===== config.mk =====
export PLATFORM = sky130hd
export DESIGN_NAME = alm_reg_bank_ctrl
export DESIGN_NICKNAME = d
export VERILOG_FILES = /design/src/rtl/alm_ctrl_pkg.sv /design/src/rtl/alm_hold_timer.sv /design/src/rtl/alm_reg_bank_ctrl.sv
export SDC_FILE = /design/constraint.sdc
export NUM_CORES = 1
export LEC_CHECK = 0
export BUFFER_PORTS_ARGS = -buffer_cell sky130_fd_sc_hd__buf_2
export CAP_MARGIN = 20
export CORE_UTILIZATION = 43
export DETAILED_ROUTE_END_ITERATION = 16
export PLACE_DENSITY_LB_ADDON = 0.3
export SYNTH_ARGS = -nofsm -noshare
export SYNTH_HDL_FRONTEND = slang
export SYNTH_SLANG_ARGS = --single-unit

===== constraint.sdc =====
create_clock -name clk -period 1.7 [get_ports clk]
set_clock_uncertainty 0.15 [all_clocks]
set_input_delay 0.51 -clock clk [delete_from_list [all_inputs] [get_ports clk]]
set_output_delay 0.51 -clock clk [all_outputs]
set_load 0.02 [all_outputs]

===== src/rtl/alm_ctrl_pkg.sv =====
// Shared encodings for the ALM register-bank controller.
// The VERIFY state exists only when READBACK_CHECK_EN is defined.
package alm_ctrl_pkg;

    localparam int CMD_OP_W = 2;

    localparam logic [CMD_OP_W-1:0] OP_LOAD  = 2'b00;
    localparam logic [CMD_OP_W-1:0] OP_CLEAR = 2'b01;
    localparam logic [CMD_OP_W-1:0] OP_HOLD  = 2'b10;
    localparam logic [CMD_OP_W-1:0] OP_READ  = 2'b11;

    typedef enum logic [2:0] {
        ST_INIT,
        ST_IDLE,
        ST_DRIVE,
        ST_HOLD,
        ST_SAMPLE,
        ST_RESP
`ifdef READBACK_CHECK_EN
        ,
        ST_VERIFY
`endif
    } state_t;

endpackage


===== src/rtl/alm_hold_timer.sv =====
// Loadable down-counter for HOLD commands; done is high while the count sits at 1,
// i.e. during the last hold cycle.
module alm_hold_timer #(
    parameter int HOLD_W = 4
) (
    input  logic              clk,
    input  logic              reset,
    input  logic              load,
    input  logic [HOLD_W-1:0] load_val,
    output logic              done
);

    logic [HOLD_W-1:0] count;

    always_ff @(posedge clk) begin
        if (reset) begin
            count <= '0;
        end else if (load) begin
            count <= load_val;
        end else if (count != '0) begin
            count <= count - HOLD_W'(1);
        end
    end

    assign done = (count == HOLD_W'(1));

endmodule


===== src/rtl/alm_reg_bank_ctrl.sv =====
// Command-driven sequencer for an ALM-style register bank with readback channel.
// Optional READBACK_CHECK_EN adds a VERIFY cycle after LOAD and a sticky mismatch_err.
//
// state   | meaning
// INIT    | one clk_en+clear_sync pulse to clear the bank after reset
// IDLE    | cmd_ready high, waiting for a command
// DRIVE   | one-cycle LOAD or CLEAR strobe on the bank
// HOLD    | clk_en low for N cycles
// SAMPLE  | bank output captured into rsp_data
// RESP    | rsp_valid high until the consumer accepts
// VERIFY  | compare bank output with the loaded value (macro only)
module alm_reg_bank_ctrl
    import alm_ctrl_pkg::*;
#(
    parameter int WIDTH  = 8,
    parameter int HOLD_W = 4
) (
    input  logic                clk,
    input  logic                reset,
    input  logic                cmd_valid,
    output logic                cmd_ready,
    input  logic [CMD_OP_W-1:0] cmd_op,
    input  logic [WIDTH-1:0]    cmd_data,
    output logic [WIDTH-1:0]    bank_data_in,
    output logic                bank_clk_en,
    output logic                bank_clear_sync,
    input  logic [WIDTH-1:0]    bank_data_out_reg,
    output logic                rsp_valid,
    input  logic                rsp_ready,
    output logic [WIDTH-1:0]    rsp_data,
    output logic                busy,
    output logic                mismatch_err
);

    state_t           state, state_nx;
    logic             clk_en_nx, clear_nx, timer_load, hold_done;
    logic [WIDTH-1:0] data_in_nx, rsp_data_nx;

`ifdef READBACK_CHECK_EN
    logic             load_q;
    logic [WIDTH-1:0] load_val_q;
`endif

    alm_hold_timer #(.HOLD_W(HOLD_W)) u_hold_timer (
        .clk      (clk),
        .reset    (reset),
        .load     (timer_load),
        .load_val (cmd_data[HOLD_W-1:0]),
        .done     (hold_done)
    );

    // Outputs are registered from the next state so they line up with the state they describe.
    always_comb begin
        state_nx    = state;
        clk_en_nx   = 1'b0;
        clear_nx    = 1'b0;
        data_in_nx  = bank_data_in;
        rsp_data_nx = rsp_data;
        timer_load  = 1'b0;
        case (state)
            ST_INIT: begin
                if (!bank_clear_sync) begin
                    clk_en_nx = 1'b1;
                    clear_nx  = 1'b1;
                end else begin
                    state_nx = ST_IDLE;
                end
            end
            ST_IDLE: begin
                if (cmd_valid && cmd_ready) begin
                    if (cmd_op == OP_LOAD) begin
                        state_nx   = ST_DRIVE;
                        clk_en_nx  = 1'b1;
                        data_in_nx = cmd_data;
                    end else if (cmd_op == OP_CLEAR) begin
                        state_nx  = ST_DRIVE;
                        clk_en_nx = 1'b1;
                        clear_nx  = 1'b1;
                    end else if (cmd_op == OP_HOLD) begin
                        timer_load = 1'b1;
                        if (cmd_data[HOLD_W-1:0] != '0) state_nx = ST_HOLD;
                    end else begin
                        state_nx = ST_SAMPLE;
                    end
                end
            end
            ST_DRIVE: begin
`ifdef READBACK_CHECK_EN
                state_nx = load_q ? ST_VERIFY : ST_IDLE;
`else
                state_nx = ST_IDLE;
`endif
            end
            ST_HOLD: begin
                if (hold_done) state_nx = ST_IDLE;
            end
            ST_SAMPLE: begin
                state_nx    = ST_RESP;
                rsp_data_nx = bank_data_out_reg;
            end
            ST_RESP: begin
                if (rsp_ready) state_nx = ST_IDLE;
            end
`ifdef READBACK_CHECK_EN
            ST_VERIFY: state_nx = ST_IDLE;
`endif
            default: state_nx = ST_INIT;
        endcase
    end

    always_ff @(posedge clk) begin
        if (reset) begin
            state           <= ST_INIT;
            cmd_ready       <= 1'b0;
            busy            <= 1'b1;
            bank_clk_en     <= 1'b0;
            bank_clear_sync <= 1'b0;
            bank_data_in    <= '0;
            rsp_valid       <= 1'b0;
            rsp_data        <= '0;
        end else begin
            state           <= state_nx;
            cmd_ready       <= (state_nx == ST_IDLE);
            busy            <= (state_nx != ST_IDLE);
            bank_clk_en     <= clk_en_nx;
            bank_clear_sync <= clear_nx;
            bank_data_in    <= data_in_nx;
            rsp_valid       <= (state_nx == ST_RESP);
            rsp_data        <= rsp_data_nx;
        end
    end

`ifdef READBACK_CHECK_EN
    always_ff @(posedge clk) begin
        if (reset) begin
            load_q       <= 1'b0;
            load_val_q   <= '0;
            mismatch_err <= 1'b0;
        end else begin
            if (cmd_valid && cmd_ready) begin
                load_q     <= (cmd_op == OP_LOAD);
                load_val_q <= cmd_data;
            end
            if (state == ST_VERIFY && bank_data_out_reg != load_val_q) mismatch_err <= 1'b1;
        end
    end
`else
    assign mismatch_err = 1'b0;
`endif

endmodule


==> flow_summary.ini, run 1 <==
[run_status]
status = finished clean

[yosys]
ys_types = 29
syn-cell-area_um2 = 1190
synthCells = 123
avgSynthCellArea_um2 = 9.674
synth-seq-cells = 28
synth_fp_nets = 150
yosys_warnings = 0
yosysSeqAreaShare = 0.4711

[finish]
stdcell_count = 207
nFillCells = 224
drive_gt1_frac = 0.3785
final_nets = 205
diodes = 0
area.growth.synth_to_final_pct = 32.91

[worst_setup_path]
critical-path-max-stage-delay_ns = 0.52
crit_buf_inv = 0
required_ns = 1.78
worstSetupEndpointType = register
path_max_fanout = 8
critical_path_arrival_ns = 1.71
crit_slowest_cell = or4_4
crit_type = reg2reg
start_kind = register
crit_chain = or2_4, or4_4, mux2i_1, nor2_1
cp_top_family = simple AND/OR/NAND/NOR gates

[global_routing]
grt-ovfl-total = 0
grt_pass1_vias = 942
grt_first_pass_wirelength_um = 4071
antenna_found_initial = 0
grt_max_degree = 24
grt_usage = 0.1926

[sta]
grt_setup_unrepaired = false
report.final.slew_viol_count = 0
period_share = 0.9587
setup_viol = 0
finalHoldViolCount = 0
clock.fmax_mhz = 613.6
timing.setup.tns_ns = 0
period_needed_ns = 1.630

[place]
placed_cells = 203
numPortBuffers = 42
routabilityCongestion = 0.8376
dp_hpwl_um = 1937

[pwr]
clockPowerShare = 0.262
p_switching_mw = 0.4591
p_comb_frac = 0.266
powerDensity_nw_per_um2 = 1031
power_frac_seq = 0.472
swShare = 0.2815
p_total_mw = 1.631
leakage_nw = 0.7974
max-vdd-ir-drop_v = 0.0008080
internal-power_mw = 1.172

[cts]
path_clk_slew_ns = 0.15
postCtsSetupRepairBufs = 0
numCtsBuffers = 3
clock-root-buffer = clkbuf_4
cts_sinks = 28
max-clock-path-buffers = 2
clock_latency_ns = 0.32
cts_max_level = 1
cts_tree = yes

[flow_run]
drv_cap = 0

[hold_path]
min_path_type = in2reg

[route]
vias = 1036
vias_per_cell = 5.005
drt-pass1-iter-count = 4
antenna_left = 0
finalWirelength_um = 2539
post_drt_wl_per_cell_um = 12.27
drt_iter0_markers = 7
drcViolationCount = 0

[floorplan]
die_area_um2 = 2982
die_w_um = 54.61
num_rows = 18
fp.dieH_um = 54.61
start_util = 0.4676
boundaryPins = 44
fp.coreArea_um2 = 2545
[routing by layer]
metal,GRT usage,vias up,wire [µm]
met3,0.02500,2,140
met5,0,-,0
met4,0.07692,0,10
li1,-,528,-
met2,0.3233,37,1272
met1,0.2458,469,1116
[cell usage after synthesis]
| master | count | area [µm²] |
|---|---|---|
| clkbuf_1 | 2 | 7.510 |
| or2_2 | 1 | 6.260 |
| a21oi_1 | 3 | 15.01 |
| a22oi_1 | 1 | 7.510 |
| a2111oi_0 | 1 | 8.760 |
| a211oi_1 | 3 | 22.52 |
| nor2_1 | 28 | 105.1 |
| inv_1 | 5 | 18.77 |
| conb_1 | 1 | 3.750 |
| nand2_1 | 1 | 3.750 |
| nand3_2 | 1 | 10.01 |
| or3_1 | 1 | 6.260 |
| buf_6 | 1 | 11.26 |
| nor2b_1 | 1 | 6.260 |
| nor2_2 | 1 | 6.260 |
| nand3b_1 | 1 | 7.510 |
| or4_4 | 1 | 11.26 |
| buf_4 | 1 | 7.510 |
| nor3b_1 | 2 | 15.01 |
| a31oi_1 | 1 | 6.260 |
| xnor2_1 | 2 | 17.52 |
| nand3_1 | 1 | 5.000 |
| ha_1 | 5 | 62.56 |
| nor3_1 | 6 | 30.03 |
| o221ai_1 | 1 | 8.760 |
| mux2i_1 | 20 | 200.2 |
| dfxtp_1 | 28 | 560.5 |
| nand2b_1 | 2 | 12.51 |
| and3_1 | 1 | 6.260 |
[cells by family after synthesis]
group,share of synthesized area
xor+xnor,0.01472
flops,0.4711
compound gates,0.05784
fa+ha+maj,0.05258
buf+inv,0.03786
mux,0.1682
simple gates,0.1945
other cells,0.003152
[metrics by stage]
step	setup slack [ns]	cell area [µm²]	hold WS [ns]	utilization
finish	0.07016	1582	0.2339	0.6214
CTS	0.003264	1567	0.2277	0.6155
global placement	-0.09919	1509	0.3191	0.5929
floorplan	0.02366	1197	0.3881	-
global route	0.0007729	1582	0.2138	0.6214
detailed placement	-0.1295	1509	0.3278	0.5929
[final cells by class]
cell class | count | area [µm²] | share of cell area
clock inverter | 1 | 30.03 | 0.01899
timing repair buffer | 54 | 300.3 | 0.1899
sequential | 28 | 563.0 | 0.3560
inverter | 5 | 18.77 | 0.01187
tap | 30 | 37.54 | 0.02373
clock buffer | 3 | 22.52 | 0.01424
multi-input combinational | 86 | 609.3 | 0.3853
[path summary, 6_finish.rpt]
kind,startpoint,to,slack [ns],depth (start not counted)
max,state[1]$_SDFF_PP0_,bank_data_in[7]$_SDFFE_PP0P_,0.07,4
min,reset,state[0]$_SDFF_PP0_,0.23,2
max reg2reg,state[1]$_SDFF_PP0_,bank_data_in[7]$_SDFFE_PP0P_,0.07,4
min reg2reg,rsp_data[4]$_SDFFE_PP0N_,rsp_data[4]$_SDFFE_PP0N_,0.36,2
[repair_timing]
item,in CTS,in global routing
endpoints found under the setup margin,1,10
gates resized for setup,1,5
hold buffers,0,0
[power groups by stage]
stage,combinational [mW],sequential (mW),clock (mW)
after global placement,0.404,0.776,0
after CTS,0.433,0.768,0.444
final,0.434,0.769,0.428
after detailed placement,0.422,0.779,0
after global routing,0.499,0.781,0.464
after floorplan,0.283,0.798,0
[layout by cell type, fill, tap and decap left out, types with 2 or more instances in the layout]
cell      instances
a211oi_1          2
a21oi_1           3
buf_2            42
buf_4            12
clkbuf_4          3
dfxtp_1          26
dfxtp_2           2
ha_1              5
inv_1             5
mux2i_1          20
nand2b_1          2
nor2_1           28
nor3_1            6
nor3b_2           2
xnor2_1           2
[sequential cells by signal, summed over array words and instances (netlist names)]
signal,cells
rsp_valid,1
u_hold_timer.count,4
state,3
bank_clear_sync,1
rsp_data,8
bank_data_in,8
busy,1
cmd_ready,1
bank_clk_en,1
(Power assumes the default switching activity.)
==> run 2, diff against run 1 <==
CORE_UTILIZATION = 51   (was 43)
clock period = 2 ns   (was 1.7 ns; I/O delays follow)
==> flow_summary.ini, run 2 (synthesis gave the netlist of run 1 again) <==
[place]
routabilityCongestion = 0.8436
placed_cells = 192
place_area_um2 = 1431
dp_hpwl_um = 1803
numPortBuffers = 42

[cts]
clock-root-buffer = clkbuf_4
clock_latency_ns = 0.31
cts_tree = yes
cts_hold_buf = 0
cts_resized = 0
postCtsSetupRepairBufs = 0
cts_max_level = 1
cts_sinks = 28
max-clock-path-buffers = 2
numCtsBuffers = 3
path_clk_slew_ns = 0.14

[run_status]
status = finished clean

[pwr]
leakage_nw = 0.7326
powerDensity_nw_per_um2 = 831.0
max-vdd-ir-drop_v = 0.0005130
p_total_mw = 1.208
p_switching_mw = 0.3641
clockPowerShare = 0.181
p_comb_frac = 0.279
internal-power_mw = 0.8441
swShare = 0.3014
power_frac_seq = 0.539

[flow_run]
drv_cap = 0

[worst_setup_path]
rr_endpoint = cmd_ready$_SDFF_PP0_
r2r_slack_ns = 0.21
path_max_fanout = 6
crit_slowest_cell = dfxtp_1
rr_worst_depth = 5
worstSetupEndpointType = register
crit_chain = nand3_2, buf_4, a2111oi_0, nor3_1, and3_1
cp_top_family = simple AND/OR/NAND/NOR gates
crit_buf_inv = 1
critical-path-max-stage-delay_ns = 0.47
start_kind = register
critical_path_arrival_ns = 1.87
crit_type = reg2reg
required_ns = 2.07
r2r-start = state[0]$_SDFF_PP0_

[floorplan]
fp.coreArea_um2 = 2212
boundaryPins = 44
num_rows = 17
start_util = 0.5379
fp.dieH_um = 50.30
die_area_um2 = 2530
die_w_um = 50.30

[global_routing]
grt_first_pass_wirelength_um = 3898
grt_usage = 0.2014
grt-ovfl-total = 0
grt_pass1_vias = 965
antenna_found_initial = 0
grt_max_degree = 17

[route]
finalWirelength_um = 2280
vias_per_cell = 5.108
drt_iter0_markers = 12
antenna_left = 0
drcViolationCount = 0
drt-pass1-iter-count = 4
post_drt_wl_per_cell_um = 11.69
vias = 996

[hold_path]
min_from = cmd_data[4]
min_path_type = in2reg
holdPathEnd = bank_data_in[4]$_SDFFE_PP0P_
holdPathStages = 3

[finish]
top_regs = bank_data_in (8), rsp_data (8), u_hold_timer.count (4)
final_cell_mix = 42 x buf_2, 28 x nor2_1, 28 x dfxtp_1
final_nets = 196
diodes = 0
finish.utilization = 0.6572
final_common_cell = buf_2
drive_gt1_frac = 0.3114
final_area_um2 = 1454
stdcell_count = 195
area.growth.synth_to_final_pct = 22.19

[sta]
slew_headroom = 0.6488
setup_viol = 0
finalHoldViolCount = 0
timing.setup.tns_ns = 0
period_share = 0.8964
period_needed_ns = 1.793
tightest_slew_ns = 0.5263
clock.fmax_mhz = 557.8
grt_setup_unrepaired = false
report.final.slew_viol_count = 0
## run 2: cell types whose count changed in the layout (fill, tap and decap cells not counted), sizes merged
| cell | previous run | this run |
|---|---|---|
| bufinv | 1 | 0 |
| buf | 54 | 45 |
## run 2: metal layers
metal | wire (µm) | part of all wire | global-route usage | vias to the layer above
met1 | 1056 | 0.46 | 0.2542 | 460
met2 | 1109 | 0.49 | 0.3422 | 29
met5 | 0 | 0 | 0 | -
met4 | 17 | 0.0075 | 0.06944 | 0
met3 | 97 | 0.043 | 0.03636 | 2
li1 | - | - | - | 505
## run 2: worst max-delay path by stage
stage | slack [ns] | cells past startpoint | to | startpoint
2_1_floorplan | 0.21 | 5 | bank_data_in[5]$_SDFFE_PP0P_ | cmd_valid
3_3_place_gp | 0.12 | 5 | bank_data_in[0]$_SDFFE_PP0P_ | cmd_valid
3_5_place_dp | 0.01 | 6 | cmd_ready$_SDFF_PP0_ | cmd_valid
4_1_cts | 0.22 | 5 | cmd_ready$_SDFF_PP0_ | state[0]$_SDFF_PP0_
5_1_grt | 0.13 | 4 | rsp_valid$_SDFF_PP0_ | state[1]$_SDFF_PP0_
6_report | 0.21 | 5 | cmd_ready$_SDFF_PP0_ | state[0]$_SDFF_PP0_
## run 2: final cells by class
type	instances	area [µm²]
Multi-Input combinational cell	86	584.3
Inverter	5	18.77
Tap cell	28	35.03
Sequential cell	28	560.5
Clock buffer	3	22.52
Timing Repair Buffer	45	232.7
Fill cell	209	758.2
## run 2: through the flow
stage	hold slack, ns	worst slack (ns)
floorplan	0.3881	0.2080
CTS	0.3490	0.2181
finish	0.3578	0.2072
global route	0.3538	0.1281
detailed placement	0.3314	0.01419
global placement	0.3206	0.1232
## run 2: power groups by stage
stage | Clock, mW | Combinational, mW | Sequential (mW)
finish | 0.219 | 0.337 | 0.652
global route | 0.249 | 0.381 | 0.659
CTS | 0.231 | 0.343 | 0.652
floorplan | 0 | 0.240 | 0.676
detailed placement | 0 | 0.340 | 0.665
global placement | 0 | 0.326 | 0.663
## run 2: worst reg2reg max path, delay by kind of cell (launching register included)
| kind | cells | cell delay, ns |
|---|---|---|
| buffers and inverters | 1 | 0.17 |
| flip-flops | 1 | 0.47 |
| AND/OR/NAND/NOR | 3 | 0.47 |
| AO/OA/AOI/OAI | 1 | 0.44 |
